--- config.mk ---
export PLATFORM = sky130hd
export DESIGN_NAME = rtc_uart_formatter
export DESIGN_NICKNAME = d
export VERILOG_FILES = /design/src/rtl/rtc_uart_formatter.sv
export SDC_FILE = /design/constraint.sdc
export NUM_CORES = 1
export LEC_CHECK = 0
export BUFFER_PORTS_ARGS = -buffer_cell sky130_fd_sc_hd__buf_2
export CAP_MARGIN = 20
export CORE_ASPECT_RATIO = 0.9
export CORE_UTILIZATION = 29
export DETAILED_ROUTE_END_ITERATION = 12
export PLACE_DENSITY = 0.45
export SLEW_MARGIN = 5
export SYNTH_ARGS = -nofsm -noshare
export SYNTH_HDL_FRONTEND = slang
export SYNTH_SLANG_ARGS = --single-unit
export TNS_END_PERCENT = 10
--- constraint.sdc ---
create_clock -name clk -period 2.2 [get_ports clk]
set_input_delay 0.66 -clock clk [delete_from_list [all_inputs] [get_ports clk]]
set_output_delay 0.66 -clock clk [all_outputs]
set_load 0.01 [all_outputs]
--- src/rtl/rtc_uart_formatter.sv ---
// Snapshots DS1302 BCD time registers and streams them to a UART as the
// 23-byte ASCII line "20YY-MM-DD d HH:MM:SS\r\n" over a start/busy handshake.
module rtc_uart_formatter #(
    parameter int unsigned DECIMATE   = 1,
    parameter int unsigned TX_TIMEOUT = 16
) (
    input  logic       clk,
    input  logic       rstN,
    input  logic [7:0] secData,
    input  logic [7:0] minData,
    input  logic [7:0] hrsData,
    input  logic [7:0] dateData,
    input  logic [7:0] monData,
    input  logic [7:0] dayData,
    input  logic [7:0] yrData,
    input  logic       dataValid,
    input  logic       txBusy,
    output logic [7:0] txData,
    output logic       txStart,
    output logic       busy,
    output logic       frameDone,
    output logic [7:0] dropCnt
);

    localparam int unsigned DecW    = (DECIMATE > 1) ? $clog2(DECIMATE) : 1;
    localparam int unsigned TmrW    = $clog2(TX_TIMEOUT + 1);
    localparam logic [4:0]  LastIdx = 5'd22;

    typedef enum logic [2:0] {
        Idle,
        Load,
        WaitH,
        WaitL,
        Done
    } stateT;

    stateT             state;
    logic [4:0]        idx;
    logic [TmrW-1:0]   tmr;
    logic [DecW-1:0]   decCnt;

    logic [6:0]        secSnap;
    logic [6:0]        minSnap;
    logic [6:0]        hrsSnap;   // {12h flag, hrs[5:0]}
    logic [7:0]        dateSnap;
    logic [7:0]        monSnap;
    logic [2:0]        daySnap;
    logic [7:0]        yrSnap;

    logic [4:0]        nextIdx;
    logic [7:0]        nextByte;
    logic [3:0]        hourTens;
    logic              decWrap;
    logic              tmrDone;

    // CH, the minutes top bit, the AM/PM-unrelated bit 6 and unused weekday bits carry no data.
    logic unusedBits;
    assign unusedBits = ^{secData[7], minData[7], hrsData[6], dayData[7:3]};

    function automatic logic [7:0] toAscii(input logic [3:0] n);
        return (n <= 4'd9) ? (8'h30 + {4'h0, n}) : 8'h3F;
    endfunction

    assign decWrap  = (decCnt == DecW'(DECIMATE - 1));
    assign tmrDone  = (tmr == TmrW'(TX_TIMEOUT - 1));
    assign nextIdx  = (state == WaitL) ? (idx + 5'd1) : 5'd0;
    // In 12h mode bit 5 is the PM flag, so only bit 4 is a tens digit.
    assign hourTens = hrsSnap[6] ? {3'b000, hrsSnap[4]} : {2'b00, hrsSnap[5:4]};

    always_comb begin
        nextByte = 8'h00;
        case (nextIdx)
            5'd0:    nextByte = 8'h32;
            5'd1:    nextByte = 8'h30;
            5'd2:    nextByte = toAscii(yrSnap[7:4]);
            5'd3:    nextByte = toAscii(yrSnap[3:0]);
            5'd4:    nextByte = 8'h2D;
            5'd5:    nextByte = toAscii(monSnap[7:4]);
            5'd6:    nextByte = toAscii(monSnap[3:0]);
            5'd7:    nextByte = 8'h2D;
            5'd8:    nextByte = toAscii(dateSnap[7:4]);
            5'd9:    nextByte = toAscii(dateSnap[3:0]);
            5'd10:   nextByte = 8'h20;
            5'd11:   nextByte = toAscii({1'b0, daySnap});
            5'd12:   nextByte = 8'h20;
            5'd13:   nextByte = toAscii(hourTens);
            5'd14:   nextByte = toAscii(hrsSnap[3:0]);
            5'd15:   nextByte = 8'h3A;
            5'd16:   nextByte = toAscii({1'b0, minSnap[6:4]});
            5'd17:   nextByte = toAscii(minSnap[3:0]);
            5'd18:   nextByte = 8'h3A;
            5'd19:   nextByte = toAscii({1'b0, secSnap[6:4]});
            5'd20:   nextByte = toAscii(secSnap[3:0]);
            5'd21:   nextByte = 8'h0D;
            5'd22:   nextByte = 8'h0A;
            default: nextByte = 8'h00;
        endcase
    end

    always_ff @(posedge clk or negedge rstN) begin
        if (!rstN) begin
            state     <= Idle;
            idx       <= '0;
            tmr       <= '0;
            decCnt    <= '0;
            txData    <= 8'h00;
            txStart   <= 1'b0;
            busy      <= 1'b0;
            frameDone <= 1'b0;
            dropCnt   <= 8'h00;
            secSnap   <= '0;
            minSnap   <= '0;
            hrsSnap   <= '0;
            dateSnap  <= '0;
            monSnap   <= '0;
            daySnap   <= '0;
            yrSnap    <= '0;
        end else begin
            txStart   <= 1'b0;
            frameDone <= 1'b0;

            // Any pulse outside Idle (including the Done cycle) is lost.
            if (dataValid && (state != Idle) && (dropCnt != 8'hFF)) begin
                dropCnt <= dropCnt + 8'd1;
            end

            case (state)
                Idle: begin
                    if (dataValid) begin
                        secSnap  <= secData[6:0];
                        minSnap  <= minData[6:0];
                        hrsSnap  <= {hrsData[7], hrsData[5:0]};
                        dateSnap <= dateData;
                        monSnap  <= monData;
                        daySnap  <= dayData[2:0];
                        yrSnap   <= yrData;
                        decCnt   <= decWrap ? '0 : decCnt + 1'b1;
                        if (decWrap) begin
                            state  <= Load;
                            busy   <= 1'b1;
                            idx    <= 5'd0;
                            txData <= nextByte;
                        end
                    end
                end
                Load: begin
                    if (!txBusy) begin
                        txStart <= 1'b1;
                        tmr     <= '0;
                        state   <= WaitH;
                    end
                end
                WaitH: begin
                    if (txBusy || tmrDone) begin
                        state <= WaitL;
                    end else begin
                        tmr <= tmr + 1'b1;
                    end
                end
                WaitL: begin
                    if (!txBusy) begin
                        if (idx == LastIdx) begin
                            state     <= Done;
                            frameDone <= 1'b1;
                        end else begin
                            idx    <= nextIdx;
                            txData <= nextByte;
                            state  <= Load;
                        end
                    end
                end
                Done: begin
                    busy  <= 1'b0;
                    state <= Idle;
                end
                default: state <= Idle;
            endcase
        end
    end

endmodule

==> impl_metrics.py <==
metrics = {
    "outcome": {
        "outcome": "finished, final reports clean",
    },
    "worst_setup_path": {
        "cp_max_fo": 4,
        "cp_slowest_cell": "dfrtp_1",
        "start_kind": "flop",
        "crit_required_ps": 2480,
        "critical_path_buf_inv_count": 2,
        "setup.worst_path.class": "reg -> reg",
        "cp_cell_sequence": "inv_1 > ha_1 > buf_4 > nor2b_2 > nand2_1 > or3_1 > nand3b_1 > nand4b_1 > o32a_1",
        "crit_arrival_ps": 2390,
        "critPathTopFamily": "simple AND/OR/NAND/NOR gates",
        "endpoint_kind": "flop",
        "slowest_delay_ps": 410,
    },
    "drt": {
        "ant_nets": 0,
        "viasPerCell": 4.83,
        "drc": 0,
        "first_iter_violations": 239,
        "drt-total-wl_um": 11100,
        "num_vias": 3510,
        "wl_per_cell_um": 15.3,
        "first_pass_iters": 4,
    },
    "yosys": {
        "yosys.area.top_type_share_pct": 45.6,
        "yosys.area_share.xor_xnor_pct": 4.24,
        "synth-simple-area-share_pct": 15.4,
        "synth_seq_cells": 78,
        "yosysTopAreaCell": "dfrtp_1",
        "yosysWarnings": 0,
        "synth_area_leaders": "dfrtp_1, mux2_2, nand2_1, a21oi_1, nor2_1",
        "synth_top_family_by_area": "compound AO/OA/AOI/OAI gates",
        "synth_compound_area_share_pct": 16.3,
        "synth_mux_area_share_pct": 13.3,
        "synth-edff-count": 0,
        "synthTopCellsByCount": "dfrtp_1, mux2_2, nand2_1",
        "synthAdderAreaFrac_pct": 1.46,
        "synth.distinct_cells": 61,
        "yosysSeqAreaShare_pct": 45.6,
        "syn_avg_cell_area_um2": 10.3,
        "synth_ff_type": "dfrtp_1",
        "netlist_instances": 416,
        "async_reset_ff_share_pct": 100,
        "synth.most_common_cell": "dfrtp_1",
        "syn_area_um2": 4280,
    },
    "clock_tree": {
        "clkSinkCount": 78,
        "cts.clk_slew.worst_paths_ps": 60,
        "clk_latency_ps": 340,
        "cts_max_path_buffers": 2,
        "post_cts_buffers": 0,
        "cts_tree": "yes",
        "h-tree-depth": 3,
        "clockRootBuffer": "clkbuf_16",
        "cts_buffers": 9,
    },
    "global_route": {
        "grt_pass1_wl_um": 18300,
        "grt_pass1_vias": 3509,
        "grt_max_degree": 79,
        "grtUsageTotal_pct": 16.2,
        "overflow": 0,
        "grt_antenna_before_repair": 0,
    },
    "hold_path": {
        "hp-class": "in -> async",
    },
    "pwr": {
        "p_int_uw": 4410,
        "powerDensity_nw_per_um2": 1250,
        "finalPower_uw": 6960,
        "irDropWorstVdd_v": 0.000628,
        "power.leakage_uw": 0.00246,
        "p_comb_share_pct": 42.6,
        "seqPwrFrac_pct": 37.5,
        "switching_share_pct": 36.6,
        "p_sw_uw": 2550,
        "power_frac_clock_pct": 19.9,
    },
    "place": {
        "hpwl_um": 8440,
        "gp_congestion": 0.834,
        "io_buffers": 68,
    },
    "floorplan": {
        "core_um2": 14200,
        "start_util_pct": 30.1,
        "io_pins": 79,
        "fp.dieW_um": 130,
        "core.rowCount": 41,
        "die-area_um2": 15300,
        "die_y_um": 117,
    },
    "sta": {
        "rsz0062_at_grt": "true",
        "finalHoldViolations": 0,
        "fin_crit_sh_pct": 95.9,
        "maxSlewViolCount": 0,
        "setup_tns_ps": 0,
        "setup_viol": 0,
        "min_period_ps": 2110,
        "fin_skew_ps": 4.30,
        "max_freq_mhz": 474,
    },
    "run": {
        "cap_viol_max_count": 0,
    },
    "final_layout": {
        "nets": 596,
        "synthToLayoutAreaGrowth_pct": 29.7,
        "drive_above_1_share_pct": 39.0,
        "n_antenna_cell": 0,
    },
}
==> power by group through the flow <==
stage / Combinational (µW) / Sequential [µW] / Clock, µW
after floorplan: 1910 / 2520 / 0
after global placement: 2890 / 2610 / 0
after detailed placement: 2920 / 2630 / 0
after CTS: 2940 / 2610 / 1450
after global routing: 3300 / 2730 / 1520
final: 2960 / 2610 / 1380
==> stage by stage <==
stage | setup WS (ps) | hold WS (ps) | instances | cell area (µm²) | util, %
after floorplan | 13.6 | 364 | 417 | 4300 | -
after global placement | 6.63 | 476 | 713 | 5220 | 36.7
after detailed placement | -0.662 | 489 | 713 | 5220 | 36.7
after CTS | 15.2 | 358 | 727 | 5500 | 38.7
after global routing | -68.5 | 360 | 727 | 5560 | 39.1
final | 89.9 | 328 | 727 | 5560 | 39.1
==> final cells by class <==
| type | instances | area (µm²) |
|---|---|---|
| tap | 193 | 241 |
| fill | 1459 | 8650 |
| clock buffer | 13 | 270 |
| multi-input combinational | 308 | 2240 |
| timing repair buffer | 126 | 816 |
| sequential | 78 | 1950 |
| clock inverter | 1 | 5.00 |
| inverter | 8 | 30.0 |
==> timing repair <==
action,4_1_cts,5_1_grt
endpoints found under the setup margin,1,7
resized for setup,1,12
hold buffers,0,0
pin swaps,0,2
==> cells by family (layout without fill, tap and decap cells) <==
logic type	count (synthesis)	after routing
AND/OR/NAND/NOR	129	129
AO/OA/AOI/OAI	105	105
flip-flops	78	78
multiplexers	51	51
buffers and inverters	31	148
XOR/XNOR	16	16
adder cells (fa/ha/maj)	5	5
other	1	2
==> registers in the layout (all words and copies together) (netlist names) <==
signal,cells
tmr,5
busy,1
minSnap,7
state,3
yrSnap,8
hrsSnap,7
txStart,1
daySnap,3
txData,6
dropCnt,8
monSnap,8
idx,5
frameDone,1
dateSnap,8
secSnap,7
==> cells in the final DEF, fill, tap and decap left out, types with 3 or more instances in the layout <==
master / instances
nor2_1: 31
dfrtp_1: 78
o21a_1: 6
o31ai_1: 4
mux2_2: 47
o21ai_0: 23
o2bb2ai_1: 3
buf_4: 56
nand2_1: 39
buf_12: 3
clkbuf_16: 9
clkbuf_8: 3
ha_1: 4
xor2_1: 5
a22oi_1: 5
buf_2: 67
a31oi_1: 5
nor3_1: 14
mux2i_1: 4
xnor2_1: 6
a211oi_1: 4
a21o_1: 6
nor2b_1: 5
nand3_1: 7
and3_1: 3
a21oi_1: 25
nand2b_1: 4
inv_1: 8
==> metal layers <==
| layer | up-vias | wire length [µm] | global-route usage (%) |
|---|---|---|---|
| li1 | 1742 | - | - |
| met1 | 1688 | 5450 | 22.0 |
| met2 | 71 | 4950 | 24.5 |
| met3 | 9 | 576 | 5.23 |
| met4 | 0 | 125 | 4.73 |
| met5 | - | 0 | 0 |
==> worst paths after layout <==
| kind | from | slack (ps) | depth (start not counted) | to |
|---|---|---|---|---|
| worst max-delay path | idx[0] | 90 | 9 | txData[1] |
| worst min register to register | hrsSnap[6] | 500 | 1 | hrsSnap[6] |
| worst max register to register | idx[0] | 90 | 9 | txData[1] |
| worst min-delay path | rstN | 330 | 2 | dropCnt[0] |
| max in group asynchronous | rstN | 1510 | 2 | monSnap[0] |
| min in group clk | hrsSnap[6] | 500 | 1 | hrsSnap[6] |
No activity file was read; power rests on OpenSTA's default activity.
